**src/rtl/vz_image_loader_pkg.sv**
```systemverilog
// Shared constants and state encoding for the VZ snapshot image loader.
package vz_image_loader_pkg;

  localparam int         VZ_HDR_LEN    = 24;
  localparam logic [7:0] VZ_TYPE_BASIC = 8'hF0;
  localparam logic [7:0] VZ_TYPE_MCODE = 8'hF1;

  typedef enum logic [2:0] {
    ST_IDLE,
    ST_HDR,
    ST_DATA,
    ST_DRAIN,
    ST_PATCH_LO,
    ST_PATCH_HI,
    ST_FIN,
    ST_ERR
  } vz_state_t;

  // Header magic "VZF0", indexed by file offset 0-3.
  function automatic logic [7:0] vz_magic(input logic [1:0] idx);
    case (idx)
      2'd0:    return 8'h56;
      2'd1:    return 8'h5A;
      2'd2:    return 8'h46;
      default: return 8'h30;
    endcase
  endfunction

endpackage

```
**src/rtl/vz_image_loader_if.sv**
```systemverilog
// RAM write port: request/acknowledge handshake carrying one byte per accepted write.
interface vz_image_loader_if #(
  parameter int ADDR_W = 16
);
  logic [ADDR_W-1:0] mem_addr;
  logic [7:0]        mem_data;
  logic              mem_req;
  logic              mem_ack;

  modport master (output mem_addr, output mem_data, output mem_req, input mem_ack);
  modport slave  (input mem_addr, input mem_data, input mem_req, output mem_ack);
endinterface

```
**src/rtl/vz_image_loader_sync_fifo.sv**
```systemverilog
// Single-clock FIFO with synchronous flush; push while full is dropped unless a pop frees a slot.
module vz_image_loader_sync_fifo #(
  parameter int WIDTH = 8,
  parameter int DEPTH = 8,
  localparam int AW = $clog2(DEPTH)
) (
  input  logic             clk_sys,
  input  logic             reset,
  input  logic             flush,
  input  logic             push,
  input  logic             pop,
  input  logic [WIDTH-1:0] din,
  output logic [WIDTH-1:0] dout,
  output logic             full,
  output logic             empty,
  output logic [AW:0]      count
);
  logic [WIDTH-1:0] mem [DEPTH];
  logic [AW-1:0]    wr_ptr;
  logic [AW-1:0]    rd_ptr;
  logic             do_push;
  logic             do_pop;

  assign do_pop  = pop && !empty;
  assign do_push = push && (!full || do_pop);
  assign full    = count == (AW+1)'(DEPTH);
  assign empty   = count == '0;
  assign dout    = mem[rd_ptr];

  always_ff @(posedge clk_sys or posedge reset) begin
    if (reset) begin
      wr_ptr <= '0;
      rd_ptr <= '0;
      count  <= '0;
    end else if (flush) begin
      wr_ptr <= '0;
      rd_ptr <= '0;
      count  <= '0;
    end else begin
      if (do_push) wr_ptr <= wr_ptr + AW'(1);
      if (do_pop)  rd_ptr <= rd_ptr + AW'(1);
      count <= count + (AW+1)'(do_push) - (AW+1)'(do_pop);
    end
  end

  always_ff @(posedge clk_sys) begin
    if (do_push) mem[wr_ptr] <= din;
  end

endmodule

```
**src/rtl/vz_image_loader.sv**
```systemverilog
// VZ snapshot loader: validates the header arriving on the download channel, buffers the
// payload and writes it to RAM, then patches the BASIC end pointer for type F0 images.
module vz_image_loader
  import vz_image_loader_pkg::*;
#(
  parameter int                ADDR_W       = 16,
  parameter int                FIFO_DEPTH   = 8,
  parameter logic [7:0]        DN_INDEX     = 8'd1,
  parameter logic [ADDR_W-1:0] END_PTR_ADDR = ADDR_W'(16'h78F9),
  parameter int                HDR_LEN      = VZ_HDR_LEN
) (
  input  logic              clk_sys,
  input  logic              reset,
  input  logic              dn_download,
  input  logic              dn_wr,
  input  logic [15:0]       dn_addr,
  input  logic [7:0]        dn_data,
  input  logic [7:0]        dn_index,
  vz_image_loader_if.master mem,
  output logic [7:0]        img_type,
  output logic [ADDR_W-1:0] exec_addr,
  output logic              busy,
  output logic              done,
  output logic              error
);
  localparam int CW = $clog2(FIFO_DEPTH) + 1;

  vz_state_t         state_q, state_d;
  logic              dl_q, idx_ok, dl_rise, dl_fall, byte_ok;
  logic [15:0]       exp_off;
  logic [ADDR_W:0]   in_addr;
  logic [ADDR_W-1:0] out_addr, exec_d, addr_q, patch_addr;
  logic [7:0]        type_d, data_q, patch_byte, fifo_dout;
  logic              req_q, req_data_q, error_q, launch_data, launch_patch;
  logic              push, pop, fifo_flush, fifo_full, fifo_empty;
  logic [CW-1:0]     fifo_count;

  assign idx_ok     = dn_index == DN_INDEX;
  assign dl_rise    = dn_download && !dl_q && idx_ok;
  assign dl_fall    = !dn_download && dl_q;
  assign byte_ok    = dn_wr && idx_ok;
  assign pop        = req_q && mem.mem_ack && req_data_q && !fifo_empty;
  assign fifo_flush = state_q == ST_ERR;

  assign mem.mem_req  = req_q;
  assign mem.mem_addr = addr_q;
  assign mem.mem_data = data_q;
  assign busy         = state_q != ST_IDLE;
  assign done         = state_q == ST_FIN;
  assign error        = error_q;

  vz_image_loader_sync_fifo #(.WIDTH(8), .DEPTH(FIFO_DEPTH)) u_fifo (
    .clk_sys (clk_sys),
    .reset   (reset),
    .flush   (fifo_flush),
    .push    (push),
    .pop     (pop),
    .din     (dn_data),
    .dout    (fifo_dout),
    .full    (fifo_full),
    .empty   (fifo_empty),
    .count   (fifo_count)
  );

  always_ff @(posedge clk_sys or posedge reset) begin
    if (reset) state_q <= ST_IDLE;
    else       state_q <= state_d;
  end

  // Payload writes use the FIFO head; the two pointer-patch writes are launched from their own states.
  always_comb begin
    state_d      = state_q;
    push         = 1'b0;
    exec_d       = exec_addr;
    type_d       = img_type;
    launch_data  = 1'b0;
    launch_patch = 1'b0;
    patch_addr   = END_PTR_ADDR;
    patch_byte   = out_addr[7:0];
    case (state_q)
      ST_IDLE: if (dl_rise) state_d = ST_HDR;
      ST_HDR: begin
        if (byte_ok) begin
          if (dn_addr < 16'd4 && dn_data != vz_magic(dn_addr[1:0])) begin
            state_d = ST_ERR;
          end else begin
            if (dn_addr == 16'd21) type_d = dn_data;
            if (dn_addr == 16'd22) exec_d[7:0] = dn_data;
            if (dn_addr == 16'd23) exec_d[15:8] = dn_data;
            if (dn_addr == 16'(HDR_LEN - 1)) state_d = ST_DATA;
          end
        end else if (dl_fall) begin
          state_d = ST_ERR;
        end
      end
      ST_DATA: begin
        launch_data = !req_q && !fifo_empty;
        if (byte_ok) begin
          if (dn_addr != exp_off || in_addr[ADDR_W] || (fifo_full && !pop)) begin
            state_d = ST_ERR;
          end else begin
            push = 1'b1;
            if (dl_fall) state_d = ST_DRAIN;
          end
        end else if (dl_fall) begin
          state_d = ST_DRAIN;
        end
      end
      ST_DRAIN: begin
        launch_data = !req_q && !fifo_empty;
        if (fifo_count == '0 && !req_q)
          state_d = (img_type == VZ_TYPE_BASIC) ? ST_PATCH_LO : ST_FIN;
      end
      ST_PATCH_LO: begin
        launch_patch = !req_q;
        if (req_q && mem.mem_ack) state_d = ST_PATCH_HI;
      end
      ST_PATCH_HI: begin
        launch_patch = !req_q;
        patch_addr   = END_PTR_ADDR + ADDR_W'(1);
        patch_byte   = out_addr[15:8];
        if (req_q && mem.mem_ack) state_d = ST_FIN;
      end
      ST_FIN:  state_d = ST_IDLE;
      ST_ERR:  if (!dn_download) state_d = ST_IDLE;
      default: state_d = ST_IDLE;
    endcase
  end

  always_ff @(posedge clk_sys or posedge reset) begin
    if (reset) begin
      dl_q       <= 1'b0;
      error_q    <= 1'b0;
      img_type   <= '0;
      exec_addr  <= '0;
      exp_off    <= '0;
      in_addr    <= '0;
      out_addr   <= '0;
      req_q      <= 1'b0;
      req_data_q <= 1'b0;
      addr_q     <= '0;
      data_q     <= '0;
    end else begin
      dl_q <= dn_download;
      if (state_q == ST_IDLE && dl_rise) error_q <= 1'b0;
      else if (state_d == ST_ERR)        error_q <= 1'b1;
      if (state_q == ST_HDR) begin
        img_type  <= type_d;
        exec_addr <= exec_d;
      end
      // in_addr carries an extra bit so a byte past the top of RAM is caught before it is queued.
      if (state_q == ST_HDR && state_d == ST_DATA) begin
        exp_off  <= 16'(HDR_LEN);
        in_addr  <= {1'b0, exec_d};
        out_addr <= exec_d;
      end else begin
        if (push) begin
          exp_off <= exp_off + 16'd1;
          in_addr <= in_addr + (ADDR_W+1)'(1);
        end
        if (pop) out_addr <= out_addr + ADDR_W'(1);
      end
      if (req_q && mem.mem_ack) begin
        req_q      <= 1'b0;
        req_data_q <= 1'b0;
      end else if (launch_data) begin
        req_q      <= 1'b1;
        req_data_q <= 1'b1;
        addr_q     <= out_addr;
        data_q     <= fifo_dout;
      end else if (launch_patch) begin
        req_q  <= 1'b1;
        addr_q <= patch_addr;
        data_q <= patch_byte;
      end
    end
  end

endmodule

```
**src/flat_wrapper.sv**
```systemverilog
// flat-port wrapper written by rule: the top's interface ports become plain ports
module vz_image_loader_flat import vz_image_loader_pkg::*;
#(
  parameter int                ADDR_W       = 16,
  parameter int                FIFO_DEPTH   = 8,
  parameter logic [7:0]        DN_INDEX     = 8'd1,
  parameter logic [ADDR_W-1:0] END_PTR_ADDR = ADDR_W'(16'h78F9),
  parameter int                HDR_LEN      = VZ_HDR_LEN
)
  (clk_sys, reset, dn_download, dn_wr, dn_addr, dn_data, dn_index, img_type, exec_addr, busy, done, error, mem_mem_addr, mem_mem_data, mem_mem_req, mem_mem_ack);
  vz_image_loader_if #(.ADDR_W(ADDR_W)) mem_i ();
  input  logic clk_sys;
  input  logic reset;
  input  logic dn_download;
  input  logic dn_wr;
  input  logic [15:0] dn_addr;
  input  logic [7:0] dn_data;
  input  logic [7:0] dn_index;
  output logic [7:0] img_type;
  output logic [ADDR_W-1:0] exec_addr;
  output logic busy;
  output logic done;
  output logic error;
  output wire logic [$bits(mem_i.mem_addr)-1:0] mem_mem_addr;
  output wire logic [$bits(mem_i.mem_data)-1:0] mem_mem_data;
  output wire logic [$bits(mem_i.mem_req)-1:0] mem_mem_req;
  input wire logic [$bits(mem_i.mem_ack)-1:0] mem_mem_ack;
  assign mem_mem_addr = mem_i.mem_addr;
  assign mem_mem_data = mem_i.mem_data;
  assign mem_mem_req = mem_i.mem_req;
  assign mem_i.mem_ack = mem_mem_ack;
  vz_image_loader #(.ADDR_W(ADDR_W), .FIFO_DEPTH(FIFO_DEPTH), .DN_INDEX(DN_INDEX), .END_PTR_ADDR(END_PTR_ADDR), .HDR_LEN(HDR_LEN)) u_core (.clk_sys(clk_sys), .reset(reset), .dn_download(dn_download), .dn_wr(dn_wr), .dn_addr(dn_addr), .dn_data(dn_data), .dn_index(dn_index), .mem(mem_i), .img_type(img_type), .exec_addr(exec_addr), .busy(busy), .done(done), .error(error));
endmodule
```
**config.mk**
```make
export PLATFORM = sky130hd
export DESIGN_NAME = vz_image_loader_flat
export DESIGN_NICKNAME = d
export VERILOG_FILES = /design/src/rtl/vz_image_loader_pkg.sv /design/src/rtl/vz_image_loader_if.sv /design/src/rtl/vz_image_loader_sync_fifo.sv /design/src/rtl/vz_image_loader.sv /design/src/flat_wrapper.sv
export SDC_FILE = /design/constraint.sdc
export NUM_CORES = 1
export LEC_CHECK = 0
export BUFFER_PORTS_ARGS = -buffer_cell sky130_fd_sc_hd__buf_4
export CAP_MARGIN = 20
export CORE_AREA = 2 2 135 137
export DETAILED_ROUTE_END_ITERATION = 6
export DIE_AREA = 0 0 137 139
export PLACE_DENSITY = 0.77
export SLEW_MARGIN = 20
export SYNTH_ARGS = -nofsm -noshare
export SYNTH_HDL_FRONTEND = slang
export SYNTH_HIERARCHICAL = 1
export SYNTH_SLANG_ARGS = --single-unit
export TNS_END_PERCENT = 30
```
**constraint.sdc**
```tcl
create_clock -name clk_sys -period 12.1 [get_ports clk_sys]
set_input_delay 3.63 -clock clk_sys [delete_from_list [all_inputs] [get_ports clk_sys]]
set_output_delay 3.63 -clock clk_sys [all_outputs]
set_load 0.03 [all_outputs]
```
==> metrics, run 1 <==
Synth top area share 33.1%; sw frac 35.6%; largest area contributor in the netlist dfrtp_1; syn_area_per_cell 12.5 um2; GR Layer Usage met1 31.2%; clk_lat worst skew 0.43 ns; Max rail drop VDD 0.000148 V; NumNets Final 822; max cap viols 0; post-cts gate resize count 0; Post-DP Area 9430 um2; Comb pwr share 33.0%; largest family of logic cells by synthesized area simple AND/OR/NAND/NOR gates; Reg clk slew, reported paths 0.07 ns; clock root cell clkbuf_16; CP startpoint mem_mem_ack; Row Count 49; DRC viols 0; via count 6071; Synth cell types 70; gp weighted congestion 0.845; pin count of the biggest net entering global routing 82; critical path required time 12.14 ns; hold slack 0.481 ns; die height 139 um; CTS Buf Count 17; RSZ-0062 raised after global routing no; compound-cell area share of the yosys netlist 8.18%; Post-synth EDFFs 64; worst hold start u_core/mem.mem_data[1]; grt total ovfl 0; clock share of power 27.0%; share of cells above drive strength 1 25.3%; post-detail-place hpwl 14.1 mm; Post-CTS Setup Bufs 0; Longest Clk Path Bufs 2; Max Clock Skew 0.00931 ns; overall power 2.25 mW; gr usage total 22.9%; final core occ 57.3%; status finished, final reports clean; H-tree depth 4; top post-synthesis cells by area dfrtp_1 (33%), edfxtp_1 (22%), mux4_2 (4.2%); Arr. time, crit path 6.67 ns; Most Used Layer, Global Route met2; final wirelength 21.2 mm; Final Cycle Share 54.8%; post-route cell area 10100 um2; initial antenna violation count 0; CTS tree done; top_reg_cell synth dfrtp_1; Die ar. 19000 um2; Synth Area in XOR/XNOR 6.00%; CP Class input pin to register; RR Startpoint u_core/u_fifo/count[2]; port bufs 88; Reg power frac 39.9%; DIE WIDTH 137 um; met3 usage in global routing 4.79%; pwr/cell area 222 nW/um2; diodes inserted 0; core area 17700 um2; Post-Synthesis Cells 690; Async SR Flop Fraction 64.0%; synthesized area 8610 um2; worst-path maximum fanout 38; Setup Viol. Count Final 0; Ys Warns 6; Initial Util 48.8%; internal power 1.45 mW; Synth Area in Adders 1.68%; worst-margin pin slew 1.11 ns; Switching Power 801 uW; 1st-iter DRT viols 649; count leader, synth dfrtp_1; crit start category input pin; Synth Area in Simple Gates 14.4%; P_leak 4.24 nW; Pre-antenna DRT Iters 6; Setup TNS 0 ns; clock sinks 178; max-slew violations 0; Synth-to-Final Area Change 17.4%; first-pass GRT wire length 32.8 mm; post-synthesis mux area share 10.7%; final hold violation count 0; commonest cells in the netlist dfrtp_1 (114), edfxtp_1 (64), nand2_1 (39); syn nets 738; fmax 0.151 GHz; Via density 5.98; vias in the first global route 5923; Seq cells post-synth 178; # hold bufs at CTS 0; sequential share of the synthesized area 55.4%; grt met2 use 36.5%; Hold Path Class register to register; Setup crit end kind register; worst rel slew slack 25.1%; wire per inst 20.9 um; antenna viol nets, final 0; min Tclk post-route 6.63 ns; # IOs 89
-- layer usage --
metal,share of wire (%),vias up
met5,0,-
li1,-,2717
met3,6.9,40
met4,2.7,0
met2,49,257
met1,41,3057
-- sequential cells by signal (all words and copies together) (netlist names), 4 cells and up --
signal / count
u_core/mem.mem_data: 8
u_core/exec_addr: 16
u_core/exp_off: 16
u_core/mem.mem_addr: 16
u_core/u_fifo/count: 4
u_core/img_type: 8
u_core/out_addr: 16
u_core/in_addr: 17
u_core/u_fifo/mem: 64
-- stage by stage --
stage               instances  worst slack, ns
floorplan                 690             5.61
global placement          983             5.14
detailed placement        983             5.09
CTS                      1015             5.50
global route             1016             5.24
finish                   1016             5.47
-- final timing paths --
| path | to | slack (ns) | depth (start not counted) |
|---|---|---|---|
| max | u_core/u_fifo/mem[3][0] | 5.47 | 8 |
| min | u_core/mem.mem_data[1] | 0.48 | 2 |
| max reg2reg | u_core/u_fifo/mem[3][0] | 7.77 | 11 |
| min reg2reg | u_core/mem.mem_data[1] | 0.48 | 2 |
| max in group asynchronous | u_core/mem.mem_data[2] | 7.88 | 3 |
| min in group asynchronous | u_core/img_type[4] | 3.17 | 2 |
-- power by group through the flow --
stage	Clock, mW	Sequential, mW	Combinational, mW
floorplan	0	0.925	0.480
global placement	0	0.899	0.711
detailed placement	0	0.902	0.729
CTS	0.614	0.894	0.740
global route	0.638	0.914	0.803
finish	0.607	0.897	0.742
-- kinds of logic (layout without fill, tap and decap cells) --
| logic type | count (synthesis) | count (layout) |
|---|---|---|
| simple gates | 218 | 218 |
| flops | 178 | 178 |
| compound gates | 97 | 97 |
| mux | 67 | 67 |
| buf+inv | 60 | 157 |
| xor+xnor | 59 | 59 |
| fa+ha+maj | 11 | 11 |
-- critical path: stages --
cell	delay [ns]
buf_4	0.11
and4b_1	0.47
nor2b_1	0.12
nor4_2	0.33
nand3_2	0.27
inv_2	0.55
nand2_1	0.25
nor3_1	0.94
-- final cells by class --
type / count / area, um2
Inverter: 28 / 108
Timing Repair Buffer: 97 / 729
Tap cell: 229 / 287
Multi-Input combinational cell: 452 / 3560
Clock inverter: 14 / 224
Sequential cell: 178 / 4780
Fill cell: 1453 / 7550
Clock buffer: 18 / 429
-- layout by cell type (no fill, tap or decap), drive strengths merged, types with 5 or more instances in the layout --
cell type	synthesis	routed
a21oi	25	25
a22o	12	12
a31oi	6	6
and3	11	11
and4	5	5
buf	20	97
bufinv	0	5
clkbuf	12	18
dfrtp	114	114
edfxtp	64	64
ha	10	10
inv	28	33
mux2	26	26
mux2i	25	25
mux4	16	16
nand2	39	39
nand2b	10	10
nand3	30	30
nand4	16	16
nor2	34	34
nor2b	8	8
nor3	24	24
nor4	10	10
o21ai	19	19
o22a	9	9
or3	5	5
xnor2	28	28
xor2	31	31
(Power assumes the default switching activity.)
==> inputs of run 2 (changes only) <==
==> constraint.sdc (replaced) <==
create_clock -name clk_sys -period 6.8 [get_ports clk_sys]
set_input_delay 2.04 -clock clk_sys [delete_from_list [all_inputs] [get_ports clk_sys]]
set_output_delay 2.04 -clock clk_sys [all_outputs]
set_load 0.03 [all_outputs]
==> metrics, run 2 (synthesized netlist as in run 1, its figures left out) <==
NumNets Final 824 (was 822); port bufs 88 (unchanged); Worst Reg-to-Reg Cells 11 (unchanged); Biggest register u_core/u_fifo/mem (unchanged); final hold violation count 0 (unchanged); Initial Util 48.8% (unchanged); CTS Buf Count 17 (unchanged); Final Cycle Share 72.8%; worst rel slew slack 26.5% (was 25.1%); worst-path maximum fanout 38 (unchanged); core area 17700 um2 (unchanged); worst hold start u_core/mem.mem_addr[0] (was u_core/mem.mem_data[1]); Via density 5.92 (was 5.98); DRC viols 0 (unchanged); Max stage delay on crit path 0.88 ns (was 0.94 ns); filler cell count 1446 (was 1453); hold slack 0.483 ns (was 0.481 ns); first-pass GRT wire length 32.6 mm (was 32.8 mm); Setup Viol. Count Final 0 (unchanged); post-detail-place hpwl 14.1 mm (about the same); share of cells above drive strength 1 25.1% (was 25.3%); worst hold path stage count 2 (unchanged); area of the multi-input gates 3550 um2 (was 3560 um2); RR Startpoint u_core/u_fifo/count[2] (unchanged); max FFs per register 64 (unchanged); antenna viol nets, final 0 (unchanged); overall power 3.86 mW (was 2.25 mW); RSZ-0062 raised after global routing no (unchanged); Longest Clk Path Bufs 2 (unchanged); FF-to-FF setup slack 2.56 ns (was 7.77 ns); Reg clk slew, reported paths 0.07 ns (about the same); gp weighted congestion 0.854 (was 0.845); Setup crit end kind register (unchanged); Max Clock Skew 0.0110 ns (was 0.00931 ns); min Tclk post-route 4.95 ns; post-route cell area 10000 um2 (was 10100 um2); pin count of the biggest net entering global routing 64 (was 82); Placed Cells 986 (was 983); # IOs 89 (unchanged); r2r endpoint u_core/u_fifo/mem[3][7] (was u_core/u_fifo/mem[3][0]); via count 6028 (was 6071); CP Class input pin to register (unchanged); Row Count 49 (unchanged); Pre-antenna DRT Iters 5 (was 6); 1st-iter DRT viols 561 (was 649); clock sinks 178 (unchanged); max cap viols 0 (unchanged); Post-Layout Cell Count 1018 (was 1016); Setup TNS 0 ns (unchanged); gr usage total 22.5% (was 22.9%); worst-margin pin slew 1.09 ns (was 1.11 ns); crit start category input pin (unchanged); wire per inst 20.3 um (was 20.9 um); Arr. time, crit path 5.00 ns (was 6.67 ns); status finished, final reports clean (unchanged); DIE WIDTH 137 um (unchanged); initial antenna violation count 0 (unchanged); slowest CP cell nor3_1 (unchanged); commonest non-fill, non-tap cell in the layout dfrtp_1 (unchanged); fmax 0.202 GHz; grt total ovfl 0 (unchanged); Post-CTS Setup Bufs 0 (unchanged); vias in the first global route 5914 (was 5923); crit path cell chain buf_4 -> and4b_1 -> nor2b_1 -> nor4_2 -> nand3_2 -> inv_2 -> nand2_1 -> nor3_1 (unchanged); biggest regs u_core/u_fifo/mem: 64 flops, u_core/in_addr: 17 flops (unchanged); H-tree depth 4 (unchanged); pwr/cell area 385 nW/um2 (was 222 nW/um2); P_leak 4.22 nW (was 4.24 nW); Die ar. 19000 um2 (unchanged); post-cts gate resize count 0 (unchanged); CTS tree done (unchanged); max-slew violations 0 (unchanged); Reg area 4780 um2 (unchanged); Post-DP Area 9460 um2 (was 9430 um2); Hold Path Class register to register (unchanged); final wirelength 20.7 mm (was 21.2 mm); # hold bufs at CTS 0 (unchanged); Max rail drop VDD 0.000259 V (was 0.000148 V); most frequent cells in the layout dfrtp_1 (113), buf_4 (99), edfxtp_1 (64) (was dfrtp_1 (113), buf_4 (95), edfxtp_1 (64)); Synth-to-Final Area Change 16.6% (was 17.4%); clk_lat worst skew 0.43 ns (about the same); die height 139 um (unchanged); clock root cell clkbuf_16 (unchanged); worst hold endpoint u_core/mem.mem_addr[0] (was u_core/mem.mem_data[1]); critical path required time 6.85 ns (was 12.14 ns); diodes inserted 0 (unchanged)
-- run 2: power breakdown --
| part | internal (mW) | total [mW] | switching [mW] |
|---|---|---|---|
| clock | 0.544 | 0.970 | 0.426 |
| sequential | 1.32 | 1.59 | 0.273 |
| combinational | 0.594 | 1.30 | 0.707 |
| total | 2.46 | 3.86 | 1.41 |
-- run 2: cell type report --
class,instances,share of cell area [%]
clock buffers,17,4.24
clock inverters,15,1.54
inverters,28,1.07
multi-input cells,452,35.3
flip-flops and latches,178,47.6
well taps,229,2.85
repair buffers,99,7.40
-- run 2: critical path: cells and delay by family --
kind	cells	cell delay (ns)
AND/OR/NAND/NOR	6	2.28
buffers and inverters	2	0.65
-- run 2: stage by stage --
stage	setup WS, ns	util (%)
finish	1.85	56.9
global route	1.61	56.9
CTS	1.84	56.8
detailed placement	1.41	53.6
global placement	1.41	53.5
floorplan	1.90	-
-- run 2: worst max path at each step --
| stage | endpoint | startpoint | slack, ns | cells after the start |
|---|---|---|---|---|
| after floorplan | u_core/u_fifo/mem[0][0] | mem_mem_ack | 1.90 | 10 |
| after global placement | u_core/u_fifo/mem[5][2] | mem_mem_ack | 1.41 | 8 |
| after detailed placement | u_core/u_fifo/mem[7][0] | mem_mem_ack | 1.41 | 8 |
| after CTS | u_core/u_fifo/mem[7][2] | mem_mem_ack | 1.84 | 8 |
| after global routing | u_core/u_fifo/mem[4][6] | mem_mem_ack | 1.61 | 8 |
| final | u_core/u_fifo/mem[3][7] | mem_mem_ack | 1.85 | 8 |
-- run 2: routing by layer --
| metal | global-route usage, % | vias up | share of wire, % |
|---|---|---|---|
| li1 | - | 2723 | - |
| met1 | 31.7 | 3037 | 44 |
| met2 | 35.4 | 232 | 48 |
| met3 | 3.80 | 36 | 5.7 |
| met4 | 7.87 | 0 | 2.2 |
| met5 | 0 | - | 0 |
==> inputs of run 3 (changes only) <==
--- a/config.mk
+++ b/config.mk
@@ -5,11 +5,12 @@
 export SDC_FILE = /design/constraint.sdc
 export NUM_CORES = 1
 export LEC_CHECK = 0
+export ABC_AREA = 1
 export BUFFER_PORTS_ARGS = -buffer_cell sky130_fd_sc_hd__buf_4
 export CAP_MARGIN = 20
-export CORE_AREA = 2 2 135 137
+export CORE_AREA = 2 2 138 140
 export DETAILED_ROUTE_END_ITERATION = 6
-export DIE_AREA = 0 0 137 139
+export DIE_AREA = 0 0 140 142
 export PLACE_DENSITY = 0.77
 export SLEW_MARGIN = 20
 export SYNTH_ARGS = -nofsm -noshare
==> constraint.sdc (replaced) <==
create_clock -name clk_sys -period 4.7 [get_ports clk_sys]
set_input_delay 1.41 -clock clk_sys [delete_from_list [all_inputs] [get_ports clk_sys]]
set_output_delay 1.41 -clock clk_sys [all_outputs]
set_load 0.03 [all_outputs]
==> metrics, run 3 <==
Post-synth EDFFs 64 (unchanged); Post-CTS Setup Bufs 0 (unchanged); via count 7584 (was 6028); Setup crit end kind register (unchanged); failing checks DRC; Final Cycle Share 73.2%; overall power 3.68 mW (was 3.86 mW); # hold bufs at CTS 0 (unchanged); 1st-iter DRT viols 699 (was 561); Setup Viol. Count Final 0 (unchanged); initial antenna violation count 0 (unchanged); Pre-antenna DRT Iters 7 (was 5); DIE WIDTH 140 um (was 137 um); grt total ovfl 0 (unchanged); syn nets 1083 (was 738); antenna viol nets, final 0 (unchanged); NumNets Final 1169 (was 824); fmax 0.291 GHz; worst-path maximum fanout 30 (was 38); pwr/cell area 350 nW/um2 (was 385 nW/um2); Setup TNS 0 ns (unchanged); H-tree depth 4 (unchanged); area of the multi-input gates 3620 um2 (was 3550 um2); post-cts gate resize count 0 (unchanged); max-slew violations 0 (unchanged); status complete, but fails checks (was finished, final reports clean); largest area contributor in the netlist dfrtp_1 (unchanged); Arr. time, crit path 3.58 ns (was 5.00 ns); post-route cell area 10500 um2 (was 10000 um2); top_reg_cell synth dfrtp_1 (unchanged); biggest regs u_core/u_fifo/mem: 64 flops, u_core/in_addr: 17 flops (unchanged); vias in the first global route 7351 (was 5914); die height 142 um (was 139 um); DRC viols 4 (was 0); met3 usage in global routing 4.17% (was 3.80%); commonest cells in the netlist nand2_1 (217), nor2_1 (121), inv_1 (117) (was dfrtp_1 (114), edfxtp_1 (64), nand2_1 (39)); Initial Util 49.1% (was 48.8%); Ys Warns 6 (unchanged); crit start category input pin (unchanged); final hold violation count 0 (unchanged); internal power 2.63 mW (was 2.46 mW); synthesized area 9060 um2 (was 8610 um2); Reg clk slew, reported paths 0.07 ns (about the same); Reg power frac 47.4% (was 41.2%); sequential share of the synthesized area 52.7% (was 55.4%); Async SR Flop Fraction 64.0% (unchanged); clock root cell clkbuf_16 (unchanged); core area 18500 um2 (was 17700 um2); Comb pwr share 14.2% (was 33.7%); Biggest register u_core/u_fifo/mem (unchanged); most frequent cells in the layout nand2_1 (217), nor2_1 (121), inv_1 (116) (was dfrtp_1 (113), buf_4 (99), edfxtp_1 (64)); CTS tree done (unchanged); worst-margin pin slew 1.07 ns (was 1.09 ns); clock share of power 38.4% (was 25.1%); CP Class input pin to register (unchanged); Synth cell types 50 (was 70); RSZ-0062 raised after global routing no (unchanged); Most Used Layer, Global Route met2 (unchanged); final core occ 56.9% (about the same); Seq cells post-synth 178 (unchanged); first-pass GRT wire length 37.3 mm (was 32.6 mm); Max rail drop VDD 0.000276 V (was 0.000259 V); critical path required time 4.84 ns (was 6.85 ns); diodes inserted 0 (unchanged); clk_lat worst skew 0.43 ns (about the same); sw frac 28.5% (was 36.4%); Post-DP Area 9930 um2 (was 9460 um2); max FFs per register 64 (unchanged); clock sinks 178 (unchanged); Switching Power 1.05 mW (was 1.41 mW); GR Layer Usage met1 30.8% (was 31.7%); top post-synthesis cells by area dfrtp_1 (31%), edfxtp_1 (21%), nand2_1 (9.0%) (was dfrtp_1 (33%), edfxtp_1 (22%), mux4_2 (4.2%)); commonest non-fill, non-tap cell in the layout nand2_1 (was dfrtp_1); Die ar. 19900 um2 (was 19000 um2); max cap viols 0 (unchanged); filler cell count 1585 (was 1446); # IOs 89 (unchanged); gr usage total 24.1% (was 22.5%); Reg area 4770 um2 (was 4780 um2); port bufs 88 (unchanged); wire per inst 17.1 um (was 20.3 um); Synth top area share 31.5% (was 33.1%); post-detail-place hpwl 16.5 mm (was 14.1 mm); grt met2 use 40.4% (was 35.4%); CTS Buf Count 17 (unchanged); count leader, synth nand2_1 (was dfrtp_1); Longest Clk Path Bufs 2 (unchanged); final wirelength 23.3 mm (was 20.7 mm); Via density 5.54 (was 5.92); pin count of the biggest net entering global routing 61 (was 64); gp weighted congestion 0.927 (was 0.854); Row Count 50 (was 49); syn_area_per_cell 8.75 um2 (was 12.5 um2); share of cells above drive strength 1 15.3% (was 25.1%); worst rel slew slack 28.7% (was 26.5%); Post-Synthesis Cells 1035 (was 690); Hold Path Class register to register (unchanged); Synth-to-Final Area Change 16.0% (was 16.6%); Max Clock Skew 0.00676 ns (was 0.0110 ns); min Tclk post-route 3.44 ns; P_leak 4.82 nW (was 4.22 nW)
run 3: worst max-delay path, cell delays in order:
cell      delay (ns)
buf_4           0.11
nor2_1          0.09
nand2_1         0.05
nor2_1          0.17
nand2_1         0.18
nor2_2          0.21
nand4_4         0.23
clkinv_2        0.13
buf_4           0.32
nand2_2         0.22
nor3_1          0.23
buf_4           0.22
run 3: worst paths after layout:
path                       depth (start not counted)                 endpoint                    from  slack (ns)
setup / recovery                                  12  u_core/u_fifo/mem[5][5]             dn_index[7]        1.26
hold / removal                                     2     u_core/exec_addr[11]    u_core/exec_addr[11]        0.49
setup reg to reg                                  13  u_core/u_fifo/mem[5][5]  u_core/u_fifo/count[2]        1.54
hold reg to reg                                    2     u_core/exec_addr[11]    u_core/exec_addr[11]        0.49
max in group asynchronous                          3   u_core/mem.mem_addr[2]                   reset        2.73
min in group asynchronous                          2   u_core/u_fifo/count[0]                   reset        0.99
run 3: kinds of logic after synthesis:
| kind of cell | count (synthesis) | share of synthesized area [%] |
|---|---|---|
| muxes | 3 | 0.373 |
| AOI/OAI and AO/OA | 170 | 11.5 |
| xor gates and xnor gates | 34 | 3.29 |
| DFF | 178 | 52.7 |
| buffers and inverters | 161 | 7.31 |
| adders and majority gates | 11 | 1.60 |
| and+or+nand+nor | 478 | 23.2 |
run 3: stage by stage:
stage | std cells | setup slack, ns | hold slack, ns
2_1_floorplan | 1035 | 0.558 | 0.463
3_3_place_gp | 1336 | 0.923 | 0.472
3_5_place_dp | 1336 | 0.858 | 0.470
4_1_cts | 1368 | 1.29 | 0.494
5_1_grt | 1368 | 1.01 | 0.508
6_report | 1368 | 1.26 | 0.485
run 3: cell type report:
cell class                 instances  share of cell area, %
inverter                         127                   4.60
multi-input combinational        696                   34.5
timing repair buffer             101                   7.22
sequential                       178                   45.4
clock inverter                    14                   1.42
tap                              234                   2.79
clock buffer                      18                   4.08
run 3: power by group through the flow:
| stage | clock [mW] | sequential [mW] | combinational, mW |
|---|---|---|---|
| after floorplan | 0 | 1.82 | 0.255 |
| after global placement | 0 | 1.77 | 0.512 |
| after detailed placement | 0 | 1.77 | 0.520 |
| after CTS | 1.42 | 1.74 | 0.522 |
| after global routing | 1.49 | 1.75 | 0.561 |
| final | 1.41 | 1.74 | 0.523 |
run 3: per-layer routing:
metal,vias up,wire (um)
met5,-,0
met4,0,816
met3,65,1540
met2,309,11400
met1,3602,9540
li1,3608,-
